File: src/rtl/sr04_multi.sv
// Round-robin HC-SR04 scanner: triggers each sensor in turn and measures its echo high time in clk cycles.
// Optional build macro SR04_GLITCH_FILTER_EN adds a 3-sample glitch filter behind each echo synchroniser.
module sr04_multi #(
  parameter int CHANNELS       = 4,
  parameter int WIDTH          = 24,
  parameter int TRIG_CYCLES    = 160,
  parameter int TIMEOUT_CYCLES = 480000,
  parameter int HOLDOFF_CYCLES = 960000,
  localparam int CH_W          = (CHANNELS > 1) ? $clog2(CHANNELS) : 1
) (
  input  logic                clk,
  input  logic                reset,
  input  logic                en,
  output logic [CHANNELS-1:0] sensor_trigger_out,
  input  logic [CHANNELS-1:0] sensor_echo_in,
  output logic [WIDTH-1:0]    value,
  output logic [CH_W-1:0]     value_ch,
  output logic                value_ok,
  output logic                timeout,
  output logic                busy
);

  typedef enum logic [2:0] {IDLE, TRIG, WAIT_RISE, MEASURE, HOLDOFF} state_t;

  localparam logic [WIDTH-1:0] TRIG_LAST = WIDTH'(TRIG_CYCLES - 1);
  localparam logic [WIDTH-1:0] TMO_LAST  = WIDTH'(TIMEOUT_CYCLES - 1);
  localparam logic [WIDTH-1:0] HOLD_LAST = WIDTH'(HOLDOFF_CYCLES - 1);
  localparam logic [CH_W-1:0]  CH_LAST   = CH_W'(CHANNELS - 1);

  logic [CHANNELS-1:0] sync_q1, sync_q2, echo_vec;
  logic                echo;

  state_t              state, state_n;
  logic [CH_W-1:0]     ch, ch_n;
  logic [WIDTH-1:0]    cnt, cnt_n;
  logic [WIDTH-1:0]    value_n;
  logic [CH_W-1:0]     value_ch_n;
  logic                value_ok_n, timeout_n;
  logic [CHANNELS-1:0] trig_n;

  // NOTE: sequential state uses non-blocking assignments so every flop samples pre-edge values.
  always_ff @(posedge clk or posedge reset) begin
    if (reset) begin
      sync_q1 <= '0;
      sync_q2 <= '0;
    end else begin
      sync_q1 <= sensor_echo_in;
      sync_q2 <= sync_q1;
    end
  end

`ifdef SR04_GLITCH_FILTER_EN
  logic [CHANNELS-1:0] hist_a, hist_b, filt_q, stable;

  // Level follows the input only once three consecutive samples agree; both edges gain 2 cycles.
  assign stable   = ~(sync_q2 ^ hist_a) & ~(sync_q2 ^ hist_b);
  assign echo_vec = (stable & sync_q2) | (~stable & filt_q);

  always_ff @(posedge clk or posedge reset) begin
    if (reset) begin
      hist_a <= '0;
      hist_b <= '0;
      filt_q <= '0;
    end else begin
      hist_a <= sync_q2;
      hist_b <= hist_a;
      filt_q <= echo_vec;
    end
  end
`else
  assign echo_vec = sync_q2;
`endif

  assign echo = echo_vec[ch];
  assign busy = (state != IDLE);

  always_ff @(posedge clk or posedge reset) begin
    if (reset) begin
      state              <= IDLE;
      ch                 <= '0;
      cnt                <= '0;
      value              <= '0;
      value_ch           <= '0;
      value_ok           <= 1'b0;
      timeout            <= 1'b0;
      sensor_trigger_out <= '0;
    end else begin
      state              <= state_n;
      ch                 <= ch_n;
      cnt                <= cnt_n;
      value              <= value_n;
      value_ch           <= value_ch_n;
      value_ok           <= value_ok_n;
      timeout            <= timeout_n;
      sensor_trigger_out <= trig_n;
    end
  end

  // NOTE: every output of this block gets a default first, so no path can infer a latch.
  always_comb begin
    state_n    = state;
    ch_n       = ch;
    cnt_n      = cnt;
    value_n    = value;
    value_ch_n = value_ch;
    value_ok_n = 1'b0;
    timeout_n  = 1'b0;
    trig_n     = '0;

    case (state)
      IDLE: begin
        if (en) begin
          cnt_n = '0;
          if (echo) begin
            timeout_n  = 1'b1;
            value_n    = '0;
            value_ch_n = ch;
            state_n    = HOLDOFF;
          end else begin
            state_n = TRIG;
          end
        end
      end
      TRIG: begin
        if (cnt == TRIG_LAST) begin
          cnt_n   = '0;
          state_n = WAIT_RISE;
        end else begin
          cnt_n = cnt + 1'b1;
        end
      end
      WAIT_RISE: begin
        // The first high sample is already one cycle of echo, hence the count starts at 1.
        if (echo) begin
          cnt_n   = WIDTH'(1);
          state_n = MEASURE;
        end else if (cnt == TMO_LAST) begin
          timeout_n  = 1'b1;
          value_n    = '0;
          value_ch_n = ch;
          cnt_n      = '0;
          state_n    = HOLDOFF;
        end else begin
          cnt_n = cnt + 1'b1;
        end
      end
      MEASURE: begin
        if (!echo) begin
          value_ok_n = 1'b1;
          value_n    = cnt;
          value_ch_n = ch;
          cnt_n      = '0;
          state_n    = HOLDOFF;
        end else if (cnt == TMO_LAST) begin
          timeout_n  = 1'b1;
          value_n    = '0;
          value_ch_n = ch;
          cnt_n      = '0;
          state_n    = HOLDOFF;
        end else begin
          cnt_n = cnt + 1'b1;
        end
      end
      HOLDOFF: begin
        if (cnt == HOLD_LAST) begin
          cnt_n   = '0;
          ch_n    = (ch == CH_LAST) ? '0 : ch + 1'b1;
          state_n = IDLE;
        end else begin
          cnt_n = cnt + 1'b1;
        end
      end
      default: state_n = IDLE;
    endcase

    if (state_n == TRIG) trig_n[ch_n] = 1'b1;
  end

endmodule

File: config.mk
export PLATFORM = sky130hd
export DESIGN_NAME = sr04_multi
export DESIGN_NICKNAME = d
export VERILOG_FILES = /design/src/rtl/sr04_multi.sv
export SDC_FILE = /design/constraint.sdc
export NUM_CORES = 1
export LEC_CHECK = 0
export CAP_MARGIN = 25
export CORE_AREA = 3 3 143 90
export CTS_BUF_LIST = sky130_fd_sc_hd__clkbuf_4
export CTS_CLUSTER_SIZE = 12
export DETAILED_ROUTE_END_ITERATION = 8
export DIE_AREA = 0 0 146 93
export PLACE_DENSITY = 0.48
export SYNTH_ARGS = -nofsm -noshare
export SYNTH_HDL_FRONTEND = slang
export SYNTH_SLANG_ARGS = --single-unit
File: constraint.sdc
create_clock -name clk -period 2.5 [get_ports clk]
set_input_delay 0.75 -clock clk [delete_from_list [all_inputs] [get_ports clk]]
set_output_delay 0.75 -clock clk [all_outputs]
set_load 0.05 [all_outputs]
==> flow_summary.json, run 1 <==
{
  "avgRoutedWirePerCell_um": 15.66,
  "holdWs_ps": 359.2,
  "maxSlewHeadroom_pct": 65.68,
  "grt_use_total_pct": 14.04,
  "setup_viol": 0,
  "drive_above_1_share_pct": 23.88,
  "cts.path.max_buffers": 2,
  "crit_fanout": 5,
  "yosys.cell_types.count": 58,
  "ys_ff_latch": 69,
  "drtIter0Drc": 174,
  "yosysSeqAreaShare_pct": 51.47,
  "gr-total-overflow": 0,
  "nets": 406,
  "die-width_um": 146,
  "cp_slowest_cell": "or4_4",
  "die_area_sq_mm": 0.01358,
  "cp.arrival_ps": 2770,
  "grt_pass1_vias": 2746,
  "status": "completed",
  "worstHoldPathType": "reg2reg",
  "firstDrtPassIters": 4,
  "antenna_found_initial": 0,
  "port_buffers": 39,
  "synthDominantAreaCellType": "dfrtp_1",
  "grt_pass1_wl_mm": 14.97,
  "syn_nets": 327,
  "ys_top_cells_by_area": "dfrtp_1 (51%), a22o_1 (6.3%), nand2_1 (3.7%)",
  "fp-row-count": 31,
  "syn_avg_cell_area_sq_um": 10.55,
  "ant_nets": 0,
  "vias": 2716,
  "synth.most_common_cell": "dfrtp_1",
  "max_stage_delay_ps": 590,
  "grt_max_degree": 37,
  "synth_area_sq_mm": 0.003354,
  "route.detailed.drc": 0,
  "critPathRequiredTime_ps": 2810,
  "period_minus_slack_ps": 2463,
  "vias_per_cell": 4.790,
  "tightest_slew_ps": 513.1,
  "root_buffer": "clkbuf_4",
  "synth_common_cells": "dfrtp_1 (69), nand2_1 (33), a22o_1 (24), nor2_1 (23)",
  "endpoint_kind": "register",
  "place_area_sq_mm": 0.004230,
  "clk_pin_slew_ps": 110,
  "dp_hpwl_mm": 6.396,
  "maxCapViolCount": 0,
  "max_freq_ghz": 0.4060,
  "die_h_um": 93,
  "fin_skew_ps": 10.57,
  "wirelength_mm": 8.880,
  "ys.flop_type": "dfrtp_1",
  "setup_ws_ps": 36.85,
  "synthArstFlopShare_pct": 100.0,
  "synth-edff-count": 0,
  "ys.warnings.count": 0,
  "core-area_sq_mm": 0.01175,
  "post-route-period-util_pct": 98.53,
  "area_growth_pct": 30.81,
  "yosys.area.top_type_share_pct": 51.47,
  "path_class": "reg2reg",
  "peakVddDrop_mv": 0.3707,
  "synth_cells": 318,
  "rsz0062_at_grt": "true",
  "start_util_pct": 28.54,
  "clk_latency_ps": 430,
  "gp_congestion": 0.8521,
  "n_antenna_cell": 0,
  "h-tree-depth": 3,
  "cts_sinks": 69,
  "pin_count": 40,
  "crit_chain": "or4_4 -> or3_4 -> or2_4 -> a32o_2 -> nor2_8 -> buf_4 -> o211ai_1",
  "utilization_pct": 37.34,
  "leakagePower_nw": 1.905,
  "worstSetupStartpointType": "register",
  "cts_inserted_buffers": 9,
  "powerDensity_mw_per_mm2": 667.0,
  "cts_tree": "done",
  "postLayoutCellArea_sq_mm": 0.004388,
  "slew_violations": 0,
  "pre_cts_slack_ps": 3.358,
  "hold_violations": 0
}
-- power breakdown --
group / total, W / internal (W) / switching (W) / leakage [nW]
logic: 0.000981 / 0.000399 / 0.000582 / 0.889
clock network: 0.000706 / 0.000306 / 0.000400 / 0.0773
registers: 0.00124 / 0.00117 / 0.0000696 / 0.939
total: 0.00293 / 0.00187 / 0.00105 / 1.91
-- layout make-up --
class	count	area, sq um
Clock buffer	10	75.07
Fill cell	1189	7365
Timing Repair Buffer	88	797.0
Multi-Input combinational cell	221	1499
Inverter	8	30.03
Sequential cell	69	1727
Clock inverter	6	53.80
Tap cell	165	206.4
-- metrics by stage --
step	instances	total power, W	setup TNS [ps]
6_report	567	0.002927	0
5_1_grt	567	0.003129	-16.26
4_1_cts	566	0.002967	0
3_5_place_dp	550	0.002239	0
3_3_place_gp	550	0.002242	0
2_1_floorplan	318	0.001843	0
-- layout by cell type, fill, tap and decap left out, types with 7 or more instances in the layout --
master / synthesis / routed
a21oi_1: 9 / 9
a21oi_2: 10 / 10
a22o_1: 24 / 24
buf_4: 2 / 46
clkbuf_4: 0 / 10
clkdlybuf4s50_1: 0 / 38
dfrtp_1: 69 / 69
nand2_1: 33 / 33
nand3_1: 11 / 11
nand4_1: 9 / 9
nor2_1: 23 / 23
o21ai_0: 12 / 9
xnor2_1: 7 / 7
xor2_1: 8 / 8
-- flip-flops by register name (all words and copies together) (netlist names) --
signal	cells
cnt	24
state	3
echo_vec	4
value	24
value_ch	2
timeout	1
ch	2
value_ok	1
sync_q1	4
sensor_trigger_out	4
-- layer usage --
layer  track usage (%)  share of wire (%)  up-vias
met5                 0                  0        -
met3             4.407                4.9        9
met2             18.75                 40       66
met1             21.62                 54     1323
met4             3.521                1.0        0
li1                  -                  -     1318
-- logic make-up after synthesis --
kind of cell	share of synthesized area [%]
multiplexers	1.641
adder cells (fa/ha/maj)	1.044
AND/OR/NAND/NOR	19.77
AO/OA/AOI/OAI	17.79
XOR/XNOR	3.917
buffers and inverters	4.364
flip-flops	51.47
-- path summary, 6_finish.rpt --
kind,start,end,slack (ps),depth (start not counted)
setup / recovery,cnt[20]$_DFFE_PP0P_,cnt[3]$_DFFE_PP0P_,40,7
hold / removal,sync_q1[0]$_DFF_PP0_,echo_vec[0]$_DFF_PP0_,360,0
setup reg to reg,cnt[20]$_DFFE_PP0P_,cnt[3]$_DFFE_PP0P_,40,7
hold reg to reg,sync_q1[0]$_DFF_PP0_,echo_vec[0]$_DFF_PP0_,360,0
max in group asynchronous,reset,cnt[13]$_DFFE_PP0P_,1300,3
min in group asynchronous,reset,value[1]$_DFFE_PP0P_,620,2
-- critical path, delay by kind of cell (launching register included) --
family                 cells  cell delay (ps)
DFF                        1              400
and+or+nand+nor            4             1420
buffers and inverters      1              140
AOI/OAI and AO/OA          2              390
-- timing repair --
| action | 4_1_cts | 5_1_grt |
|---|---|---|
| resized for setup | 0 | 7 |
| endpoints found under the setup margin | 0 | 38 |
| setup buffers | 0 | 1 |
| hold buffers | 0 | 0 |
No activity file was read; power rests on OpenSTA's default activity.
==> run 2: changes to the inputs <==
GPL_ROUTABILITY_DRIVEN = 1   (was default)
RECOVER_POWER = 25   (was default)
==> run 2 against run 1 <==
  * Routed wire length is 0.34% higher
  * Largest power group unchanged
  * First-iteration DRC count stayed put
  * Via count is 0.48% lower
==> flow_summary.json, run 2 (synthesis results as in run 1) <==
{
  "wirelength_mm": 8.910,
  "area_growth_pct": 30.36,
  "cts_hold_buf": 0,
  "clk_pin_slew_ps": 110,
  "pin_count": 40,
  "hold_violations": 0,
  "holdWs_ps": 358.4,
  "maxSlewHeadroom_pct": 41.61,
  "grt_max_degree": 37,
  "cts_sinks": 69,
  "path_class": "reg2reg",
  "core-area_sq_mm": 0.01175,
  "n_antenna_cell": 0,
  "final_common_cell": "dfrtp_1",
  "gp_congestion": 0.8521,
  "endpoint_kind": "register",
  "crit_chain": "or4_4 -> or3_4 -> or2_4 -> a32o_2 -> nor2_8 -> buf_4 -> o211ai_1",
  "dpl.cell_count": 550,
  "worstHoldPathType": "reg2reg",
  "power.total_w": 0.002926,
  "cp.arrival_ps": 2770,
  "rsz0062_at_grt": "true",
  "gr-total-overflow": 0,
  "grt_use_total_pct": 14.04,
  "dp_hpwl_mm": 6.396,
  "maxCapViolCount": 0,
  "max_freq_ghz": 0.4066,
  "setup_viol": 0,
  "antenna_found_initial": 0,
  "avgRoutedWirePerCell_um": 15.71,
  "peakVddDrop_mv": 0.3666,
  "die_area_sq_mm": 0.01358,
  "drtIter0Drc": 174,
  "clk_latency_ps": 430,
  "rrSetupSlack_ps": 40,
  "tightest_slew_ps": 875.9,
  "port_buffers": 39,
  "critPathRequiredTime_ps": 2810,
  "final_cell_mix": "dfrtp_1 (69), buf_4 (46), nand2_1 (33), clkdlybuf4s50_1 (33), a22o_1 (24)",
  "powerDensity_mw_per_mm2": 669.1,
  "vias": 2703,
  "grt_pass1_vias": 2746,
  "route.detailed.drc": 0,
  "fin_skew_ps": 11.46,
  "post-route-period-util_pct": 98.38,
  "worstSetupStartpointType": "register",
  "top_regs": "cnt: 24 flops, value: 24 flops",
  "root_buffer": "clkbuf_4",
  "cp_top_family": "simple AND/OR/NAND/NOR gates",
  "layoutNonFillerInstCount": 567,
  "fp-row-count": 31,
  "die_h_um": 93,
  "leakagePower_nw": 1.903,
  "cts_inserted_buffers": 9,
  "vias_per_cell": 4.767,
  "slew_violations": 0,
  "start_util_pct": 28.54,
  "ant_nets": 0,
  "crit_fanout": 5,
  "cp_slowest_cell": "or4_4",
  "firstDrtPassIters": 4,
  "cp.buffers_inverters": 1,
  "period_minus_slack_ps": 2459,
  "h-tree-depth": 3,
  "cts.path.max_buffers": 2,
  "cts_tree": "done",
  "max_stage_delay_ps": 590,
  "status": "completed",
  "nets": 406,
  "drive_above_1_share_pct": 23.63,
  "die-width_um": 146,
  "grt_pass1_wl_mm": 14.97
}
## run 2: repair_timing
item	in CTS	in global routing
setup buffers	0	1
gates resized for setup	0	7
endpoints found under the setup margin	0	38
## run 2: path summary, 6_finish.rpt
path	startpoint	to	cells after the start
setup / recovery	cnt[20]$_DFFE_PP0P_	cnt[3]$_DFFE_PP0P_	7
hold / removal	sync_q1[1]$_DFF_PP0_	echo_vec[1]$_DFF_PP0_	0
setup reg to reg	cnt[20]$_DFFE_PP0P_	cnt[3]$_DFFE_PP0P_	7
hold reg to reg	sync_q1[1]$_DFF_PP0_	echo_vec[1]$_DFF_PP0_	0
max in group asynchronous	reset	cnt[23]$_DFFE_PP0P_	3
min in group asynchronous	reset	value[1]$_DFFE_PP0P_	2
## run 2: final cells by class
cell class | instances | area (sq um)
multi-input combinational | 221 | 1499
clock inverter | 6 | 53.80
sequential | 69 | 1727
tap | 165 | 206.4
inverter | 8 | 30.03
timing repair buffer | 88 | 782.0
fill | 1191 | 7380
clock buffer | 10 | 75.07
## run 2: stage by stage
| stage | instance area (sq um) | util [%] | worst slack, ps | setup TNS (ps) |
|---|---|---|---|---|
| 2_1_floorplan | 3354 | - | 10.14 | 0 |
| 3_3_place_gp | 4230 | 35.99 | 53.41 | 0 |
| 3_5_place_dp | 4230 | 35.99 | 3.358 | 0 |
| 4_1_cts | 4359 | 37.09 | 28.28 | 0 |
| 5_1_grt | 4373 | 37.21 | -16.26 | -16.26 |
| 6_report | 4373 | 37.21 | 40.51 | 0 |
## run 2: routing by layer
layer | track usage, % | part of all wire, % | vias up
li1 | - | - | 1317
met5 | 0 | 0 | -
met3 | 4.407 | 4.5 | 7
met1 | 21.62 | 55 | 1311
met2 | 18.75 | 39 | 68
met4 | 3.521 | 0.90 | 0
## run 2: report_power, final
group	internal (W)	leakage, nW	total, W	switching (W)
clock network	0.000306	0.0773	0.000707	0.000401
registers	0.00117	0.939	0.00124	0.0000707
logic	0.000395	0.887	0.000979	0.000584
==> run 3: changes to the inputs <==
CTS_CLUSTER_DIAMETER = 80   (was default)
==> results of run 3 <==
Same layout as run 2: the final DEF is identical, and so are final timing and power.
